### config.mk
export PLATFORM = sky130hd
export DESIGN_NAME = mult_seq_ctrl
export DESIGN_NICKNAME = d
export VERILOG_FILES = /design/src/rtl/mult_seq_ctrl.sv
export SDC_FILE = /design/constraint.sdc
export NUM_CORES = 1
export LEC_CHECK = 0
export CAP_MARGIN = 5
export CORE_MARGIN = 2
export CORE_UTILIZATION = 50
export CTS_CLUSTER_SIZE = 16
export DETAILED_ROUTE_END_ITERATION = 8
export HOLD_SLACK_MARGIN = 0.1
export PLACE_DENSITY = 0.87
export SYNTH_ARGS = -nofsm -noshare
export SYNTH_HDL_FRONTEND = slang
export SYNTH_SLANG_ARGS = --single-unit
### constraint.sdc
create_clock -name clk -period 14.4 [get_ports clk]
set_input_delay 2.16 -clock clk [delete_from_list [all_inputs] [get_ports clk]]
set_output_delay 2.16 -clock clk [all_outputs]
set_load 0.02 [all_outputs]
### src/rtl/mult_seq_ctrl.sv
// Sequential 32x32 unsigned shift-and-add multiplier: one add_opr per cycle, 32 iterations.
// Latency 33 cycles start-to-done; start is only honoured in IDLE, abort cancels at any time.

module add_opr #(
  parameter int W = 32
) (
  input  logic [W-1:0] a,
  input  logic [W-1:0] b,
  input  logic         ci,
  output logic [W-1:0] sum,
  output logic         co
);

  // Explicit ripple chain; the carry is a block-local variable so the chain has no feedback.
  always_comb begin
    logic c;
    c   = ci;
    sum = '0;
    for (int i = 0; i < W; i++) begin
      sum[i] = a[i] ^ b[i] ^ c;
      c      = (a[i] & b[i]) | (c & (a[i] ^ b[i]));
    end
    co = c;
  end

endmodule

module mult_seq_ctrl #(
  parameter int WIDTH = 32
) (
  input  logic             clk,
  input  logic             rst_n,
  input  logic             start,
  input  logic             abort,
  input  logic [WIDTH-1:0] a,
  input  logic [WIDTH-1:0] b,
  output logic             busy,
  output logic             done,
  output logic [WIDTH-1:0] hi,
  output logic [WIDTH-1:0] lo
);

  localparam int CNT_W = $clog2(WIDTH);
  localparam logic [CNT_W-1:0] LAST_CNT = CNT_W'(WIDTH - 1);

  typedef enum logic [1:0] {
    S_IDLE = 2'd0,
    S_RUN  = 2'd1,
    S_DONE = 2'd2
  } state_t;

  state_t           r_state;
  state_t           w_state_nxt;
  logic [WIDTH-1:0] r_mcand;
  logic [WIDTH-1:0] r_hi;
  logic [WIDTH-1:0] r_lo;
  logic [CNT_W-1:0] r_cnt;
  logic [WIDTH-1:0] w_sum;
  logic             w_co;

  add_opr #(.W(WIDTH)) u_add (
    .a   (r_hi),
    .b   (r_mcand),
    .ci  (1'b0),
    .sum (w_sum),
    .co  (w_co)
  );

  always_ff @(posedge clk or negedge rst_n) begin
    if (!rst_n) begin
      r_state <= S_IDLE;
    end else begin
      r_state <= w_state_nxt;
    end
  end

  always_comb begin
    w_state_nxt = r_state;
    if (abort) begin
      w_state_nxt = S_IDLE;
    end else begin
      case (r_state)
        S_IDLE:  if (start) w_state_nxt = S_RUN;
        S_RUN:   if (r_cnt == LAST_CNT) w_state_nxt = S_DONE;
        S_DONE:  w_state_nxt = S_IDLE;
        default: w_state_nxt = S_IDLE;
      endcase
    end
  end

  always_comb begin
    busy = (r_state == S_RUN);
    done = (r_state == S_DONE);
  end

  // The adder carry becomes the new hi[MSB], so the 64-bit product is never truncated.
  always_ff @(posedge clk or negedge rst_n) begin
    if (!rst_n) begin
      r_mcand <= '0;
      r_hi    <= '0;
      r_lo    <= '0;
      r_cnt   <= '0;
    end else if (abort) begin
      r_hi  <= '0;
      r_lo  <= '0;
      r_cnt <= '0;
    end else begin
      case (r_state)
        S_IDLE: begin
          if (start) begin
            r_mcand <= a;
            r_hi    <= '0;
            r_lo    <= b;
            r_cnt   <= '0;
          end
        end
        S_RUN: begin
          if (r_lo[0]) begin
            {r_hi, r_lo} <= {w_co, w_sum, r_lo[WIDTH-1:1]};
          end else begin
            {r_hi, r_lo} <= {1'b0, r_hi, r_lo[WIDTH-1:1]};
          end
          r_cnt <= r_cnt + 1'b1;
        end
        default: ;
      endcase
    end
  end

  assign hi = r_hi;
  assign lo = r_lo;

endmodule

==> run summary <==
IO buf count = 133
fin crit share = 91.6%
placed cells = 631
# hold bufs at CTS = 0
final cell count without fillers = 647
Comb pwr share = 24.8%
CTS tree = built
Crit Path Category = flip-flop to flip-flop
fmax = 75.8 MHz
Final GP Congestion = 0.776
clk_skew = 0.0122 ns
gr usage total = 21.1%
mapped cell area = 0.00550 mm^2
Slew @ Worst Pin = 1.15 ns
CP Buf/Inv Count = 2
Worst setup SP type = flip-flop
Final Setup Violations = 0
CP Capture Type = flip-flop
mean post-synth cell area = 14.3 um^2
P_leak = 0.00287 uW
min Tclk post-route = 13.18 ns
first-pass GRT wire length = 19.6 mm
# fillers = 803
Mapped Cells = 385
Met1 Routed Length = 4.98 mm
final hold vios = 0
vias per cell = 5.66
Max VDD drop = 53.8 uV
Layout Utilization = 64.5%
PwrDens = 98.7 mW/mm^2
metal2 WL = 6.08 mm
grt ovf = 0
WP data arrival = 13.38 ns
Sw Pwr = 212 uW
Die Height = 109 um
RSZ-0062 raised after global routing = false
die width = 109 um
wire per inst = 18.3 um
top layer used by detailed routing = met4
synth warn = 0
DP HPWL = 8.27 mm
sequential fraction of the synthesis area = 46.8%
Slew headroom = 23.0%
Initial Util = 51.0%
clock sink count = 103
nets = 604
1st-pass router iterations = 4
total power = 687 uW
number of global-route vias before repair = 3894
layout cells sized above 1 = 16.2%
Post-route DRC = 0
Num CTS Buffers = 9
Slew Limit Fails = 0
Req. time, crit path = 14.60 ns
CTS H-Tree Depth = 3
n_diodes = 0
EDFF count, synth = 0
internal power = 476 uW
Clock transition at path regs = 0.09 ns
# Post-CTS Setup Buffers = 0
Yosys cell types = 39
Max Cap Violations = 0
critical path fanouts, max = 4
Clk Tree Root Cell = clkbuf_8
Seq pwr share = 51.9%
outcome = complete, no violations
max incr delay on CP = 0.43 ns
slowest CP cell = fa_1
initial antenna violation count = 0
Worst path most repeated cell = fa_1
Switching Share = 30.8%
IO Count = 134
DRT iter0 DRCs = 185
Resized Gates After CTS = 0
Min-Delay Path Class = flip-flop to flip-flop
WL met3 = 402 um
most common flop cell mapped by yosys = dfrtp_1
CP top delay family = adder cells
Mapped Nets = 487
largest net degree at the start of global routing = 80
final instance area = 0.00696 mm^2
Die ar. = 0.0119 mm^2
asr flop ratio synth = 100%
Row Count = 38
area grow syn2layout = 26.6%
worst skew pair latency = 0.35 ns
Synth Register Bits = 103
clock tree buffer depth = 2
Clock power frac = 23.3%
placed instance area = 0.00680 mm^2
antenna viol nets, final = 0
Total Routed Length = 11.8 mm
setup TNS = 0 ns
core area = 0.0108 mm^2
routed vias = 3662
## routing by layer
metal | vias up | global-route usage (%)
li1 | 1651 | -
met1 | 1888 | 28.6
met2 | 95 | 34.3
met3 | 28 | 2.63
met4 | 0 | 9.52
met5 | - | 0
## power by group through the flow
stage	logic, uW	registers (uW)	clock network (uW)
4_1_cts	173	358	168
3_3_place_gp	164	362	0
5_1_grt	186	363	180
6_report	170	357	160
2_1_floorplan	97.0	367	0
3_5_place_dp	172	364	0
## synth_stat cells (2+ instances only)
cell type	n	area [um^2]
buf_6	12	135
nand3_1	29	145
a21oi_1	2	10.0
o31ai_1	27	203
clkbuf_1	6	22.5
a22o_1	4	35.0
o2bb2ai_2	20	300
mux2_2	29	327
dfrtp_1	103	2580
ha_1	3	37.5
fa_1	31	621
o21ai_0	2	10.0
mux2_4	5	75.1
mux2_1	2	22.5
buf_2	9	45.0
buf_8	2	30.0
buf_1	2	7.51
and3_1	2	12.5
nor2b_1	2	12.5
inv_1	4	15.0
a32o_1	6	60.1
o2bb2ai_1	11	96.3
mux2i_1	56	561
## per-stage QoR
stage               hold WS [ns]  worst slack [ns]
global route               0.547             0.821
global placement           0.493              1.49
detailed placement         0.509              1.22
finish                     0.523              1.22
CTS                        0.529              1.20
floorplan                  0.480              1.75
## layout make-up
class                      instances  area (um^2)  share of cell area (%)
clock inverter                     5         33.8                   0.485
tap                              140          175                    2.52
sequential                       103         2580                    37.0
clock buffer                      11          131                    1.89
inverter                           6         35.0                   0.503
timing repair buffer             138         1370                    19.6
multi-input combinational        244         2640                    38.0
## flip-flops by register name, summed over array words and instances, names as in the netlist
| signal | count |
|---|---|
| r_mcand | 32 |
| hi | 32 |
| r_cnt | 5 |
| lo | 32 |
| r_state | 2 |
## kinds of logic after synthesis
logic type	after synthesis	synth area share, %
compound gates	76	13.6
xor+xnor	1	0.159
simple gates	41	4.41
flops	103	46.8
buf+inv	38	5.14
fa+ha+maj	34	12.0
mux	92	17.9
## cells in the final DEF (no fill, tap or decap), drive strengths merged, types with 2 or more instances in the layout
cell,n
clkdlybuf4s50,132
dfrtp,103
mux2i,56
mux2,36
fa,31
o2bb2ai,31
nand3,29
o31ai,27
clkbuf,11
inv,7
a32o,6
buf,6
a22o,4
ha,3
and3,2
nor2b,2
o21ai,2
a21oi,2
clkinvlp,2
clkinv,2
nor3b,2
o21bai,2
## path summary, 6_finish.rpt
check | from | to | slack, ns | cells past startpoint
max in group asynchronous | rst_n | lo[0]$_DFFE_PN0P_ | 11.35 | 2
max reg2reg | hi[0]$_DFFE_PN0P_ | hi[30]$_DFFE_PN0P_ | 1.22 | 36
min in group asynchronous | rst_n | r_mcand[6]$_DFFE_PN0P_ | 1.69 | 1
min | r_mcand[0]$_DFFE_PN0P_ | r_mcand[0]$_DFFE_PN0P_ | 0.52 | 1
max | hi[0]$_DFFE_PN0P_ | hi[30]$_DFFE_PN0P_ | 1.22 | 36
min reg2reg | r_mcand[0]$_DFFE_PN0P_ | r_mcand[0]$_DFFE_PN0P_ | 0.52 | 1
Power figures use the tool's default switching activity.
